**src/rtl/sync_feed_fifo_pkg.sv**
```systemverilog
// Shared constants for the sync_feed_fifo feeder: default word width and
// the FSM state encodings, kept as plain 2-bit constants so they match the
// encodings used by the existing link-side code.
package sync_feed_fifo_pkg;

   localparam int unsigned DATA_WIDTHS = 8;

   localparam logic [1:0] ST_IDLE    = 2'd0;
   localparam logic [1:0] ST_SEND    = 2'd1;
   localparam logic [1:0] ST_WAIT_HI = 2'd2;
   localparam logic [1:0] ST_WAIT_LO = 2'd3;

endpackage

```
**src/rtl/sync_feed_mem.sv**
```systemverilog
// sync_feed_mem: DEPTH x DATA_WIDTH register array for the feeder FIFO.
// One synchronous write port, asynchronous read of the head entry.
// The array itself is not reset; occupancy is owned by the pointers in the
// parent, so stale contents are never observed.
module sync_feed_mem #(
   parameter int unsigned DATA_WIDTH = 8,
   parameter int unsigned DEPTH      = 4,
   parameter int unsigned ADDR_W     = 2
) (
   input  logic                  clk,
   input  logic                  we,
   input  logic [ADDR_W-1:0]     waddr,
   input  logic [DATA_WIDTH-1:0] wdata,
   input  logic [ADDR_W-1:0]     raddr,
   output logic [DATA_WIDTH-1:0] rdata
);

   logic [DATA_WIDTH-1:0] mem [DEPTH];

   // store accepted producer words
   always_ff @(posedge clk) begin
      if (we) begin
         mem[waddr] <= wdata;
      end
   end

   assign rdata = mem[raddr];

endmodule

```
**src/rtl/sync_feed_fifo.sv**
```systemverilog
// sync_feed_fifo: upstream feeder for the sync_multi two-flop 4-phase link.
// Queues producer words in a DEPTH-entry FIFO and hands them to the link one
// at a time: a one-cycle tx_v pulse, then wait for the busy flag f to rise
// (bounded by HOLD_MAX cycles) and fall again before the next word.
// Optional feature: define SYNC_FEED_STATS_EN to add the saturating
// sent_cnt / drop_cnt statistics outputs.
module sync_feed_fifo
   import sync_feed_fifo_pkg::*;
#(
   parameter int unsigned DATA_WIDTH = DATA_WIDTHS,
   parameter int unsigned DEPTH      = 4,
   parameter int unsigned ADDR_W     = 2,
   parameter int unsigned HOLD_MAX   = 15
) (
   input  logic                  clk,
   input  logic                  reset,
   input  logic                  wr_en,
   input  logic [DATA_WIDTH-1:0] wr_data,
   output logic                  full,
   output logic                  empty,
   output logic [ADDR_W:0]       level,
   output logic                  ovf,
   output logic                  err,
`ifdef SYNC_FEED_STATS_EN
   output logic [15:0]           sent_cnt,
   output logic [15:0]           drop_cnt,
`endif
   input  logic                  f,
   output logic                  tx_v,
   output logic [DATA_WIDTH-1:0] tx_data
);

   localparam int unsigned CNT_W = $clog2(HOLD_MAX + 1);

   logic [ADDR_W:0]       wr_ptr;
   logic [ADDR_W:0]       rd_ptr;
   logic [1:0]            state;
   logic [CNT_W-1:0]      hold_cnt;
   logic [DATA_WIDTH-1:0] head;
   logic                  wr_ok;
   logic                  wr_drop;
   logic                  pop;

   // occupancy and flags come straight from the registered pointers
   assign level   = wr_ptr - rd_ptr;
   assign empty   = (level == '0);
   assign full    = (level == (ADDR_W + 1)'(DEPTH));
   assign wr_ok   = wr_en && !full;
   assign wr_drop = wr_en && full;
   assign pop     = (state == ST_IDLE) && !empty && !f;

   sync_feed_mem #(
      .DATA_WIDTH (DATA_WIDTH),
      .DEPTH      (DEPTH),
      .ADDR_W     (ADDR_W)
   ) u_mem (
      .clk   (clk),
      .we    (wr_ok),
      .waddr (wr_ptr[ADDR_W-1:0]),
      .wdata (wr_data),
      .raddr (rd_ptr[ADDR_W-1:0]),
      .rdata (head)
   );

   // FIFO pointers and sticky overflow flag
   always_ff @(posedge clk) begin
      if (reset) begin
         wr_ptr <= '0;
         rd_ptr <= '0;
         ovf    <= 1'b0;
      end else begin
         if (wr_ok) begin
            wr_ptr <= wr_ptr + 1'b1;
         end
         if (pop) begin
            rd_ptr <= rd_ptr + 1'b1;
         end
         if (wr_drop) begin
            ovf <= 1'b1;
         end
      end
   end

   // link handshake FSM; tx_v is a registered pulse that is high only in SEND
   always_ff @(posedge clk) begin
      if (reset) begin
         state    <= ST_IDLE;
         tx_v     <= 1'b0;
         tx_data  <= '0;
         hold_cnt <= '0;
         err      <= 1'b0;
      end else begin
         tx_v <= 1'b0;
         case (state)
            ST_IDLE: begin
               if (pop) begin
                  tx_data <= head;
                  tx_v    <= 1'b1;
                  state   <= ST_SEND;
               end
            end
            ST_SEND: begin
               hold_cnt <= '0;
               state    <= ST_WAIT_HI;
            end
            ST_WAIT_HI: begin
               if (f) begin
                  hold_cnt <= '0;
                  state    <= ST_WAIT_LO;
               end else begin
                  hold_cnt <= hold_cnt + 1'b1;
                  // the incremented count reaching HOLD_MAX ends the wait;
                  // comparing against HOLD_MAX-1 avoids a wider adder
                  if (hold_cnt == CNT_W'(HOLD_MAX - 1)) begin
                     err   <= 1'b1;
                     state <= ST_IDLE;
                  end
               end
            end
            ST_WAIT_LO: begin
               if (!f) begin
                  state <= ST_IDLE;
               end
            end
            default: begin
               state <= ST_IDLE;
            end
         endcase
      end
   end

`ifdef SYNC_FEED_STATS_EN
   // saturating statistics: words issued to the link and writes dropped
   always_ff @(posedge clk) begin
      if (reset) begin
         sent_cnt <= '0;
         drop_cnt <= '0;
      end else begin
         if (pop && (sent_cnt != 16'hFFFF)) begin
            sent_cnt <= sent_cnt + 1'b1;
         end
         if (wr_drop && (drop_cnt != 16'hFFFF)) begin
            drop_cnt <= drop_cnt + 1'b1;
         end
      end
   end
`endif

endmodule

```
**config.mk**
```make
export PLATFORM = sky130hd
export DESIGN_NAME = sync_feed_fifo
export DESIGN_NICKNAME = d
export VERILOG_FILES = /design/src/rtl/sync_feed_fifo_pkg.sv /design/src/rtl/sync_feed_mem.sv /design/src/rtl/sync_feed_fifo.sv
export SDC_FILE = /design/constraint.sdc
export NUM_CORES = 1
export LEC_CHECK = 0
export CAP_MARGIN = 10
export CORE_UTILIZATION = 55
export DETAILED_ROUTE_END_ITERATION = 16
export PLACE_DENSITY = 0.76
export SYNTH_ARGS = -nofsm -noshare
export SYNTH_HDL_FRONTEND = slang
export SYNTH_SLANG_ARGS = --single-unit
```
**constraint.sdc**
```tcl
create_clock -name clk -period 3.03 [get_ports clk]
set_input_delay 0.909 -clock clk [delete_from_list [all_inputs] [get_ports clk]]
set_output_delay 0.909 -clock clk [all_outputs]
set_load 0.02 [all_outputs]
```
# --- After elaboration in Yosys (flattened, before gate mapping) ---
# Memories as Yosys holds them, arrays and structs flattened. A register that Yosys moved wholly into a read port is not among the register bits.
# Index checks and enable logic that the tools add are counted.
op_classes:
  addsub: 4
  n_eq_ne: 8
  n_mux: 10
  n_bitwise: 2
  reduce_logical: 14
op_table:
  columns: ["op", "n"]
  rows:
  - ["2-bit two-way mux", 4]
  - ["2-bit case mux with 4 select lines", 1]
  - ["4-bit case mux with 2 select lines", 1]
  - ["3-bit by 1-bit adder with 3-bit output (second input constant)", 2]
  - ["3-bit AND reduction", 2]
  - ["4-bit by 1-bit adder with 4-bit output (second input constant)", 1]
  - ["2-bit == test (second input constant)", 2]
  - ["4-bit == test (second input constant)", 1]
  - ["1-bit logical AND", 4]
  - ["4-bit two-way mux", 1]
  - ["2-bit inequality test (second input constant)", 2]
  - ["3-bit == test (second input constant)", 1]
  - ["1-bit logical NOT", 3]
  - ["3-bit logical NOT", 1]
  - ["1-bit two-way mux", 3]
  - ["3-bit inequality test (second input constant)", 1]
  - ["3-bit subtractor", 1]
  - ["2-bit by 1-bit == test with 1-bit output (second input constant)", 1]
  - ["2-bit logical NOT", 1]
  - ["1-bit inverter", 2]
  - ["2-bit AND reduction", 1]
  - ["2-bit nonzero test", 1]
  - ["2-bit OR reduction", 1]
totals:
  reg_bits: 15
  mem_bits_rw: 32
  in_bits: 12
  output_inout_bits: 16
  elab_cells: 46
  n_memories: 1
memory_table:
  columns: ["name", "words", "width", "read_ports", "rd_clocked_by_memory_dff", "wr", "line_no", "text"]
  rows:
  - ["u_mem.mem", 4, 8, 1, 1, 1, "sync_feed_mem.sv:18", "logic [DATA_WIDTH-1:0] mem [DEPTH];"]

# --- Longest topological paths before layout ---
logic_depth:
  word_depth: 7
  depth_mapped: 8
  mapped_depth_nobuf: 8

# --- Modules after synthesis ---
# Synthesis repeated with hierarchy kept, for this count alone.
unflattened:
  hier_cells: 166
  hier_area_um2: 2324.7
modules_own_cells:
  columns: ["mod", "instances", "cells_each", "area_each_um2", "seq_area_each_um2"]
  rows:
  - ["sync_feed_mem", 1, 46, 1188.6, 960.9]
  - ["sync_feed_fifo", 1, 120, 1136.1, 460.4]

# --- Worst setup path before layout ---
# No wires, ideal clock.
synth_path:
  path_type: "reg2out"
  start: "register wr_ptr[0]"
  end: "output empty"
  arrival_time_ns: 1.841
  required_time_ns: 2.121
  setup_slack_ns: 0.280
  path_stages_with_launch: 7
  cell_sequence: "dfxtp_1 > inv_1 > ha_1 > fa_1 > xnor3_2 > inv_1 > nor2_1"
synth_between:
  elab_chain_cells: 2
synth_lines:
  columns: ["item", "line_no", "text"]
  rows:
  - ["from (decl)", "sync_feed_fifo.sv:35", "logic [ADDR_W:0] wr_ptr;"]
  - ["from (signal assigned)", "sync_feed_fifo.sv:73", "wr_ptr <= wr_ptr + 1'b1;"]
  - ["3-bit subtractor", "sync_feed_fifo.sv:45", "assign level = wr_ptr - rd_ptr;"]
  - ["net level[2]", "sync_feed_fifo.sv:21", "output logic [ADDR_W:0] level,"]
  - ["3-bit logical NOT", "sync_feed_fifo.sv:46", "assign empty = (level == '0);"]
  - ["to (decl)", "sync_feed_fifo.sv:20", "output logic empty,"]
# The timed path passes the listed nets, and every way through them passes these cells.

# --- Worst setup path after layout ---
layout_path:
  start: "register wr_ptr[0]"
  end: "output level[2]"
layout_between:
  elab_chain_cells: 1
layout_lines:
  columns: ["item", "line_no"]
  rows:
  - ["3-bit subtractor", "sync_feed_fifo.sv:45"]
  - ["to (decl)", "sync_feed_fifo.sv:21"]
# No other way between the ends.

==> results.md <==
* Initial antenna violation count at 0
* Design area at approximately 2800 um^2
* Detailed Route WL at 3980 um
* Final hold viol count at 0
* Min-delay src: hold_cnt[3]$_SDFFE_PP0P_
* Period Utilization, post-route at a little over nine tenths
* Slew margin rel. at roughly two thirds
* Synth warn at 0
* # rows at 23
* Drt drc at 0
* Setup_tns at 0 ns
* Num Clock Sinks at 55
* DP Area at 2710 um^2
* Chip height at roughly 67 um
* Outcome: complete, no violations
* IO Pins at 28
* Synth top area share at 40.8%
* Final setup vio count at 0
* Seq/Total Area, Yosys at between 60% and 70%
* Hpwl dp at 2850 um
* Num CTS Buffers at 5
* Synth cell types at 32
* Worst Path Required at 2.12 ns
* Starting Density at 58.0%
* First-pass GRT wire length at ~6300 um
* Final ANT Viol Nets at 0
* Leak pwr at 1.03 nW
* Via/cell ratio at 5.51
* CTS tree: built
* #FFs+latches synth at 55
* Setup repair bufs after CTS at 0
* Critical Path Start Type: flop
* Routed via count at roughly 1400
* Worst-margin pin slew at roughly 0.49 ns
* Synth Instances at approximately 170
* Worst-Skew Late Latency at ~0.3 ns
* Synthesized area at around 2400 um^2
* Gr usage total at 20.0%
* CTS root buf: clkbuf_8
* Synth Net Count at 197
* Die Area at approximately 4500 um^2
* Synth area leader: edfxtp_1
* Total power at 2.36 mW
* CTS H-tree depth at 2
* Worst setup path class: flop to output pin
* GPL Wtd Cong at around 0.74
* Clock Skew at between 0.008 and 0.009 ns
* Main area contributors after synthesis: edfxtp_1 41%, dfxtp_1 20%, mux4_2 7.7%
* Nature of the critical path endpoint: output pin
* Pin count of the biggest net entering global routing at 16
* Clock Path Buffers at 2
* VDD IR max at 452 uV
* Worst Path Arrival at ~2 ns
* Worst reg2reg path startpoint: wr_ptr[0]$_SDFFE_PP0P_
* Vias in the first global route at approximately 1400
* Fmax at 342 MHz
* Worst hold margin at ~0.47 ns
* Largest fanout on the critical path at 4
* Worst slack, placed at between 0.015 and 0.02 ns
* Layout area overhead at 18.5%
* Path category of the worst min-delay check: flop to flop
* Core Region at 4060 um^2
* Post-DR wirelength/cell at around 15 um
* CTS clk-pin slew, worst paths at about 0.09 ns
* Initial DRC count at 58
* Fillers at about 280
* Die width at a little under 70 um
* GRT Residual Overflow at 0
* Final net count at about 230
* CP Launch Point: wr_ptr[0]$_SDFFE_PP0P_
* Minimum clock period at slightly below 3 ns
* Syn avg cell area at approximately 14 um^2
* RSZ-0062 raised after global routing: no
* DRT Pass-1 Iters at 4
* Share of layout cells above drive strength 1 at around 15%
* Max_cap viols at 0
* Reg2reg setup slack at approximately 0.67 ns
* Number of buffers added on ports at 27
* Total power divided by cell area at approximately 840 nW/um^2
* PnR worst setup slack at around 0.11 ns
* Hold Buf Count CTS at 0
* Diodes inserted at 0
* Slew Limit Fails at 0
## routing by layer
metal / wire (um) / share of wire (%) / GRT usage [%]
met1: 1680 / 42 / 21.9
met2: 2190 / 55 / 38.1
met3: 95 / 2.4 / 4.05
met4: 19 / 0.48 / 6.38
met5: 0 / 0 / 0
## cell type report
class	instances	area (um^2)	area share [%]
clock buffers	7	76.3	2.73
clock inverters	1	5.00	0.179
inverters	8	30.0	1.08
multi-input cells	103	871	31.2
flip-flops and latches	55	1420	50.9
well taps	50	62.6	2.24
repair buffers	35	325	11.7
## layout by cell type (no fill, tap or decap), drive strengths merged
master	n
mux2	1
o21ai	6
a21oi	7
nand4b	2
nor3	1
clkdlybuf4s15	1
xnor3	1
xnor2	4
inv	8
nand3	3
clkbuf	7
mux4	8
ha	12
clkinv	1
a211o	1
nand3b	1
nand2	5
nor2b	2
buf	10
fa	1
mux2i	12
dlymetal6s2s	1
clkdlybuf4s50	23
nor2	26
edfxtp	32
dfxtp	23
a31o	1
and2	4
o41ai	1
nand2b	3
and3	1
## cell usage after synthesis
cell type / number
a211o_1: 1
a21oi_1: 6
a21oi_2: 1
a31o_2: 1
and2_1: 4
and3_1: 1
buf_2: 1
buf_4: 1
buf_6: 1
clkbuf_1: 3
dfxtp_1: 23
edfxtp_1: 32
fa_1: 1
ha_1: 12
inv_1: 8
mux2_2: 1
mux2i_1: 12
mux4_2: 8
nand2_1: 5
nand2b_1: 3
nand3_1: 2
nand3_2: 1
nand3b_1: 1
nand4b_1: 2
nor2_1: 26
nor2b_1: 2
nor3_1: 1
o21ai_0: 5
o21ai_2: 1
o41ai_1: 1
xnor2_1: 4
xnor3_2: 1
## power breakdown
group	switching [mW]	total, mW	internal, mW
logic	0.543	1.01	0.462
registers	0.0524	0.971	0.918
clock network	0.217	0.380	0.163
total	0.812	2.36	1.54
## metrics by stage
step           utilization, %  instances
4_1_cts                  68.9        259
2_1_floorplan               -        172
5_1_grt                  68.8        259
6_report                 68.8        259
3_5_place_dp             66.9        251
3_3_place_gp             66.9        251
## flip-flops by register name, indices dropped and copies added (netlist names)
register   count
err            1
hold_cnt       4
ovf            1
rd_ptr         3
state          2
tx_data        8
tx_v           1
u_mem.mem     32
wr_ptr         3
## worst paths after layout
path                                     to  depth (start not counted)
setup / recovery                   level[2]                          6
hold / removal     hold_cnt[3]$_SDFFE_PP0P_                          2
setup reg to reg  u_mem.mem[1][5]$_DFFE_PP_                          7
hold reg to reg    hold_cnt[3]$_SDFFE_PP0P_                          2
## worst max-delay path, cell delays in order (launching register included)
cell and delay, ns:
dfxtp_1 0.33, inv_1 0.05, ha_1 0.19, fa_1 0.44
xnor3_2 0.29, inv_1 0.11, clkdlybuf4s15_1 0.31
## cell families (layout without fill, tap and decap cells)
logic type | count (synthesis) | in the layout | share of synthesized area, %
flip-flops | 55 | 55 | 60.4
AND/OR/NAND/NOR | 48 | 48 | 9.72
XOR/XNOR | 5 | 5 | 2.50
multiplexers | 21 | 21 | 13.2
adder cells (fa/ha/maj) | 13 | 13 | 7.23
AO/OA/AOI/OAI | 16 | 16 | 4.20
buffers and inverters | 14 | 51 | 2.76
## what timing repair did
| item | 4_1_cts | 5_1_grt |
|---|---|---|
| gates cloned | 0 | 0 |
| endpoints found under the setup margin | 3 | 4 |
| gates resized for setup | 7 | 6 |
Power figures use the tool's default switching activity.
